--- config.mk ---
export PLATFORM = sky130hd
export DESIGN_NAME = jk_sync_counter
export DESIGN_NICKNAME = d
export VERILOG_FILES = /design/src/rtl/jk_sync_counter_pkg.sv /design/src/rtl/jk_sync_counter_jk_ff.sv /design/src/rtl/jk_sync_counter.sv
export SDC_FILE = /design/constraint.sdc
export NUM_CORES = 1
export LEC_CHECK = 0
export BUFFER_PORTS_ARGS = -buffer_cell sky130_fd_sc_hd__buf_4
export CAP_MARGIN = 20
export CORE_AREA = 2 2 39 41
export CTS_BUF_LIST = sky130_fd_sc_hd__clkbuf_8 sky130_fd_sc_hd__clkbuf_16
export DETAILED_ROUTE_END_ITERATION = 8
export DIE_AREA = 0 0 41 43
export GPL_TIMING_DRIVEN = 0
export RECOVER_POWER = 50
export SLEW_MARGIN = 10
export SYNTH_ARGS = -nofsm -noshare
export SYNTH_HDL_FRONTEND = slang
export SYNTH_SLANG_ARGS = --single-unit
--- constraint.sdc ---
create_clock -name clk -period 3.5 [get_ports clk]
set_clock_uncertainty 0.05 [all_clocks]
set_input_delay 0.175 -clock clk [delete_from_list [all_inputs] [get_ports clk]]
set_output_delay 0.175 -clock clk [all_outputs]
set_load 0.05 [all_outputs]
--- src/rtl/jk_sync_counter_pkg.sv ---
// jk_sync_counter_pkg: shared definitions for the JK-based synchronous counter.
//   jk_code_t  - per-cell {J,K} drive code (hold / reset / set / toggle)
//   JK_J_BIT   - bit position of J within a jk_code_t
//   JK_K_BIT   - bit position of K within a jk_code_t
// Optional build macro used by the counter: JK_SYNC_COUNTER_SATURATE_EN.
package jk_sync_counter_pkg;

  typedef enum logic [1:0] {
    JK_HOLD   = 2'b00,
    JK_RESET  = 2'b01,
    JK_SET    = 2'b10,
    JK_TOGGLE = 2'b11
  } jk_code_t;

  localparam int unsigned JK_J_BIT = 1;
  localparam int unsigned JK_K_BIT = 0;

endpackage

--- src/rtl/jk_sync_counter_jk_ff.sv ---
// jk_ff: rising-edge JK flip-flop cell with synchronous active-high reset.
//   clk - clock, state changes on the rising edge
//   rst - synchronous reset, forces Q to 0
//   J   - set input
//   K   - reset input
//   Q   - registered cell output
// JK semantics: 00 hold, 01 reset, 10 set, 11 toggle.
module jk_ff
  import jk_sync_counter_pkg::*;
(
  input  logic clk,
  input  logic rst,
  input  logic J,
  input  logic K,
  output logic Q
);

  logic r_q;

  always_ff @(posedge clk) begin
    if (rst) begin
      r_q <= 1'b0;
    end else begin
      case ({J, K})
        JK_RESET:  r_q <= 1'b0;
        JK_SET:    r_q <= 1'b1;
        JK_TOGGLE: r_q <= ~r_q;
        default:   r_q <= r_q;
      endcase
    end
  end

  assign Q = r_q;

endmodule

--- src/rtl/jk_sync_counter.sv ---
// jk_sync_counter: synchronous modulo-MODULUS up/down counter built from
// WIDTH jk_ff cells. Each cycle this block computes a JK code per bit; the
// cells hold the count.
//   clk  - clock
//   rst  - synchronous active-high reset (Q <= 0)
//   En   - count enable
//   Up   - direction, 1 = up, 0 = down
//   Load - parallel load strobe (clamped to MODULUS-1)
//   D    - parallel load value
//   Q    - current count (registered)
//   TC   - terminal count, En & (Up ? Q==MODULUS-1 : Q==0)
// Edge priority: rst > Load > En > hold.
// Build macro JK_SYNC_COUNTER_SATURATE_EN: when defined the counter holds at
// the range ends instead of wrapping; TC still flags the boundary.
module jk_sync_counter
  import jk_sync_counter_pkg::*;
#(
  parameter int WIDTH   = 4,
  parameter int MODULUS = 10
) (
  input  logic             clk,
  input  logic             rst,
  input  logic             En,
  input  logic             Up,
  input  logic             Load,
  input  logic [WIDTH-1:0] D,
  output logic [WIDTH-1:0] Q,
  output logic             TC
);

  if (WIDTH < 1 || MODULUS < 2 || MODULUS > (2 ** WIDTH)) begin : g_bad_param
    $error("jk_sync_counter: WIDTH/MODULUS out of range");
  end

  localparam logic [WIDTH-1:0] MAX_Q   = WIDTH'(MODULUS - 1);
  // One extra bit so MODULUS == 2**WIDTH is representable in the clamp compare.
  localparam logic [WIDTH:0]   MOD_EXT = (WIDTH + 1)'(MODULUS);

  logic [WIDTH-1:0] w_q;
  logic [WIDTH-1:0] w_load_val;
  logic             w_at_max;
  logic             w_at_zero;
  logic             w_run;
  jk_code_t         w_code [WIDTH];

  assign w_at_max   = (w_q == MAX_Q);
  assign w_at_zero  = (w_q == '0);
  assign w_load_val = ({1'b0, D} >= MOD_EXT) ? MAX_Q : D;

  always_comb begin
    for (int unsigned i = 0; i < WIDTH; i++) begin
      w_code[i] = JK_HOLD;
    end
    w_run = 1'b1;

    if (Load) begin
      for (int unsigned i = 0; i < WIDTH; i++) begin
        w_code[i] = w_load_val[i] ? JK_SET : JK_RESET;
      end
    end else if (En) begin
      if (Up && w_at_max) begin
`ifdef JK_SYNC_COUNTER_SATURATE_EN
        // Saturate: every cell keeps JK_HOLD.
`else
        for (int unsigned i = 0; i < WIDTH; i++) begin
          w_code[i] = w_q[i] ? JK_RESET : JK_HOLD;
        end
`endif
      end else if (!Up && w_at_zero) begin
`ifdef JK_SYNC_COUNTER_SATURATE_EN
        // Saturate: every cell keeps JK_HOLD.
`else
        for (int unsigned i = 0; i < WIDTH; i++) begin
          w_code[i] = MAX_Q[i] ? JK_SET : JK_RESET;
        end
`endif
      end else begin
        // Ripple term: bit i toggles while all lower bits are 1 (up) / 0 (down).
        for (int unsigned i = 0; i < WIDTH; i++) begin
          w_code[i] = w_run ? JK_TOGGLE : JK_HOLD;
          w_run     = w_run & (Up ? w_q[i] : ~w_q[i]);
        end
      end
    end
  end

  for (genvar g = 0; g < WIDTH; g++) begin : g_bit
    logic [1:0] w_jk;
    assign w_jk = w_code[g];

    jk_ff u_ff (
      .clk (clk),
      .rst (rst),
      .J   (w_jk[JK_J_BIT]),
      .K   (w_jk[JK_K_BIT]),
      .Q   (w_q[g])
    );
  end

  assign Q  = w_q;
  assign TC = En & (Up ? w_at_max : w_at_zero);

endmodule

Word level (Yosys, flattened, before mapping)
Cells that the tools add are included.
{ "totals": {"ff_bits": 4, "inputBits": 9, "out_inout_bits": 5} }
{ "classes": {"magnitude_cmp": 1, "n_eq_ne": 13, "mux": 24, "n_bitwise": 7, "n_reduce_logical": 8} }
{ "op_table": {"columns": ["operator", "count"], "rows": [
  ["$mux W8", 3],
  ["$eq A2 B2 Y1 const B", 8],
  ["$mux W2", 7],
  ["$pmux W1 S3", 4],
  ["$reduce_bool A3 Y1", 4],
  ["$eq A2 B1 Y1 const B", 4],
  ["$mux W1", 8],
  ["$mux W7", 1],
  ["$eq A4 B4 Y1 const B", 1],
  ["$ge A4 B4 Y1 const B", 1],
  ["$logic_not A4 Y1", 1],
  ["$mux W4", 1],
  ["$not A1 Y1", 4],
  ["$and A1 B1 Y1", 3],
  ["$logic_and A1 B1 Y1", 2],
  ["$logic_not A1 Y1", 1]
]} }

Longest topological paths before layout
{ "logic_depth": {"depth_word": 11, "ltp_mapped": 5, "mapped_depth_nobuf": 4} }

By module
From an unflattened synthesis, not the netlist that was laid out.
{ "unflattened": {"cells_unflattened": 58, "area_unflattened_um2": 455.4} }
{ "modules_own_cells": {"columns": ["module", "instances", "cells_per_inst", "area_each_um2", "seq_area_each_um2"], "rows": [
  ["jk_sync_counter", 1, 42, 260.2, 0.0],
  ["jk_ff", 4, 4, 48.8, 20.0]
]} }

Worst setup path after synthesis
Ideal clock, no wire load.
{ "synth_timing": {"kind": "register -> output", "startpoint": "reg g_bit[0].u_ff.r_q", "endpoint": "out TC", "t_arrival_ns": 2.007, "required_ns": 3.275, "slack_ns": 1.268, "path_stages_with_launch": 4, "n_path_buf": 1, "path_cell_list": "dfxtp_1 > buf_6 > or3_1 > a211oi_1"} }
{ "synth_between": {"elab_chain_len": 3, "elab_cells_between_ends": 4, "classes_between": "1 x eq/ne; 1 x mux; 1 x bitwise; 1 x reduce/logical"} }
{ "synth_lines": {"columns": ["element", "line_no", "text"], "rows": [
  ["start: declaration", "jk_sync_counter_jk_ff.sv:18", "logic r_q;"],
  ["start signal: assignment", "jk_sync_counter_jk_ff.sv:27", "JK_TOGGLE: r_q <= ~r_q;"],
  ["start signal: assignment", "jk_sync_counter_jk_ff.sv:28", "default: r_q <= r_q;"],
  ["$eq A4 B4 Y1 or $logic_not A4 Y1 (tied branches)", "jk_sync_counter.sv:46, jk_sync_counter.sv:47", null],
  ["$mux W1 (*)", "jk_sync_counter.sv:101", "assign TC = En & (Up ? w_at_max : w_at_zero);"],
  ["$and A1 B1 Y1 (*)", "jk_sync_counter.sv:101", null],
  ["end: declaration", "jk_sync_counter.sv:28", "output logic TC"]
]} }
Every way passes the cells marked *; elsewhere a longest branch is shown, timed or not.

Final worst setup path
Ends and elaborated chain as after synthesis.

==> flow_summary.toml <==
[clocking]
numClockSinks = 4
cts_made_buffers = 3
ctsHtreeMaxLevel = 1
clk_pin_slew_ns = 0.03
cts_resized = 0
cts_hold_buf = 0
clk_latency_ns = 0.22
cts_tree = "yes"
cts_buffer_depth = 2
postCtsSetupRepairBufs = 0
root_buffer = "clkbuf_8"

[die]
die_area_sq_um = 1760
die_h_um = 43
initial_core_util_pct = 28.3
ios = 14
fp.dieW_um = 41
rows = 14
core_sq_um = 1380

[placed_design]
hpwlAfterDp_um = 617
dp.cells = 78
gp_congestion = 0.736
numPortBuffers = 12

[sta]
setup-tns-final_ns = 0
rsz0062_at_grt = "false"
slew_viol_final = 0
period_minus_slack_ns = 1.82
worst_pin_slew_ns = 0.590
period_share_pct = 52.1
holdWs_ns = 0.0969
fmax_mhz = 548
setup_viol = 0
slew_headroom_pct = 60.8
finalHoldViolCount = 0

[setup_path]
path_cells = "clkbuf_1 -> or3_1 -> a211oi_1 -> buf_4"
required_ns = 3.27
path_class = "flip-flop to output port"
crit_path_top_delay_cell = "or3_1"
max_stage_delay_ns = 0.41
critical_path.max_fanout = 9
arrival_ns = 1.60
cp-start-kind = "flip-flop"
end_kind = "output port"

[final_layout]
regMostFlops = "g_bit.u_ff.Q"
final_nets = 76
fillers = 142
largest_register_ffs = 4
layout.cells.non_filler = 81
num_antenna_cells = 0
area_growth_syn_to_layout_pct = 33.9
largestRegisters = "g_bit.u_ff.Q x4"
layout-drive-gt1-share_pct = 36.9

[route]
via_count = 389
ant_nets = 0
wl_um = 834
drc = 0
dr.pass1.iters = 4
wl_per_cell_um = 10.3
viasPerCell = 4.80
first_iter_violations = 15

[power_and_ir_drop]
intPower_mw = 0.151
power_frac_comb_pct = 30.9
ir_worst_vdd_uv = 322
swShare_pct = 31.1
p_per_area_nw_per_um2 = 417
p_leak_nw = 0.210
pwr-share-clk_pct = 44.7
power_switching_mw = 0.0679
p_total_mw = 0.219
power.share.sequential_pct = 24.3

[logic_synthesis]
yosysUniqueCellTypes = 28
synthCells = 50
synth_nets = 59
synthArstFlopShare_pct = 0
ys_ff_latch = 4
synth_warnings = 0
avgSynthCellArea_sq_um = 7.83
synth_seq_area_share_pct = 20.4
synth_edf_count = 0
syn_area_sq_um = 392
ys.flop_type = "dfxtp_1"

[global_routing]
grt_max_degree = 11
grt_pass1_vias = 312
overflow = 0
antenna_found_initial = 0
grtUsageTotal_pct = 11.1
grt_pass1_wl_mm = 1.30

[run]
maxCapViolCount = 0

[min_path]
hold_class = "primary input to flip-flop"

[outcome]
run_status = "finished, final reports clean"
==> cells by family (layout without fill, tap and decap cells) <==
group / after synthesis / count (layout) / synth area share, %
AOI/OAI and AO/OA: 14 / 14 / 25.9
xor gates and xnor gates: 3 / 3 / 6.71
buffers and inverters: 10 / 25 / 18.5
DFF: 4 / 4 / 20.4
and+or+nand+nor: 19 / 19 / 28.4
==> power groups by stage <==
stage               registers [mW]  logic, mW  clock network [mW]
floorplan                   0.0531     0.0526                   0
global placement            0.0540     0.0714                   0
detailed placement          0.0540     0.0716                   0
CTS                         0.0534     0.0718              0.0990
global route                0.0540     0.0725               0.103
finish                      0.0532     0.0676              0.0977
==> cell usage in the layout, fill, tap and decap left out, types with 2 or more instances in the layout <==
cell type	n
a21oi_1	4
buf_4	13
clkbuf_1	4
clkbuf_8	3
dfxtp_1	4
inv_1	2
nand2_1	2
nand2b_1	2
nand3_1	3
nor2_1	5
nor3_1	2
o21ai_0	2
xnor2_1	2
==> synthesized netlist by cell type (all sizes together), types with 2 or more instances <==
| cell | instances | area, sq um |
|---|---|---|
| buf | 7 | 57.6 |
| xnor2 | 2 | 17.5 |
| nand2 | 2 | 7.51 |
| inv | 2 | 7.51 |
| nand2b | 3 | 21.3 |
| nand3 | 3 | 15.0 |
| dfxtp | 4 | 80.1 |
| nor2 | 5 | 18.8 |
| o21ai | 2 | 10.0 |
| nor3 | 2 | 10.0 |
| a21oi | 5 | 28.8 |
==> through the flow <==
stage	setup WS (ns)	cell area (sq um)	util, %
6_report	1.68	524	37.9
3_5_place_dp	2.02	502	36.3
4_1_cts	1.79	543	39.2
3_3_place_gp	2.03	502	36.3
5_1_grt	1.59	524	37.9
2_1_floorplan	1.27	392	-
==> layer usage <==
metal	track usage (%)	part of all wire [%]	vias up
li1	-	-	206
met1	16.3	53	171
met2	13.1	40	12
met3	7.85	6.7	0
met4	2.00	0	0
met5	0	0	-
==> final timing paths <==
check                                     start               to  slack [ns]  depth (start not counted)
worst min-delay path                        rst  g_bit[3].u_ff.Q         0.1                          2
worst min register to register  g_bit[3].u_ff.Q  g_bit[3].u_ff.Q        0.60                          3
worst max register to register  g_bit[0].u_ff.Q  g_bit[2].u_ff.Q        2.04                          4
worst max-delay path            g_bit[0].u_ff.Q               TC        1.68                          4
==> layout make-up <==
type                    instances  area, sq um  share of cell area [%]
well taps                      16         20.0                    3.82
multi-input cells              36          239                    45.6
clock buffers                   3         41.3                    7.88
repair buffers                 12         78.8                    15.0
inverters                       2         7.51                    1.43
plain buffers                   8         57.6                    11.0
flip-flops and latches          4         80.1                    15.3
==> critical path: cells and delay by family (launching register included) <==
| kind | cells | cell delay [ns] |
|---|---|---|
| AO/OA/AOI/OAI | 1 | 0.23 |
| AND/OR/NAND/NOR | 1 | 0.41 |
| flip-flops | 1 | 0.30 |
| buffers and inverters | 2 | 0.45 |
No activity file was read; power rests on OpenSTA's default activity.
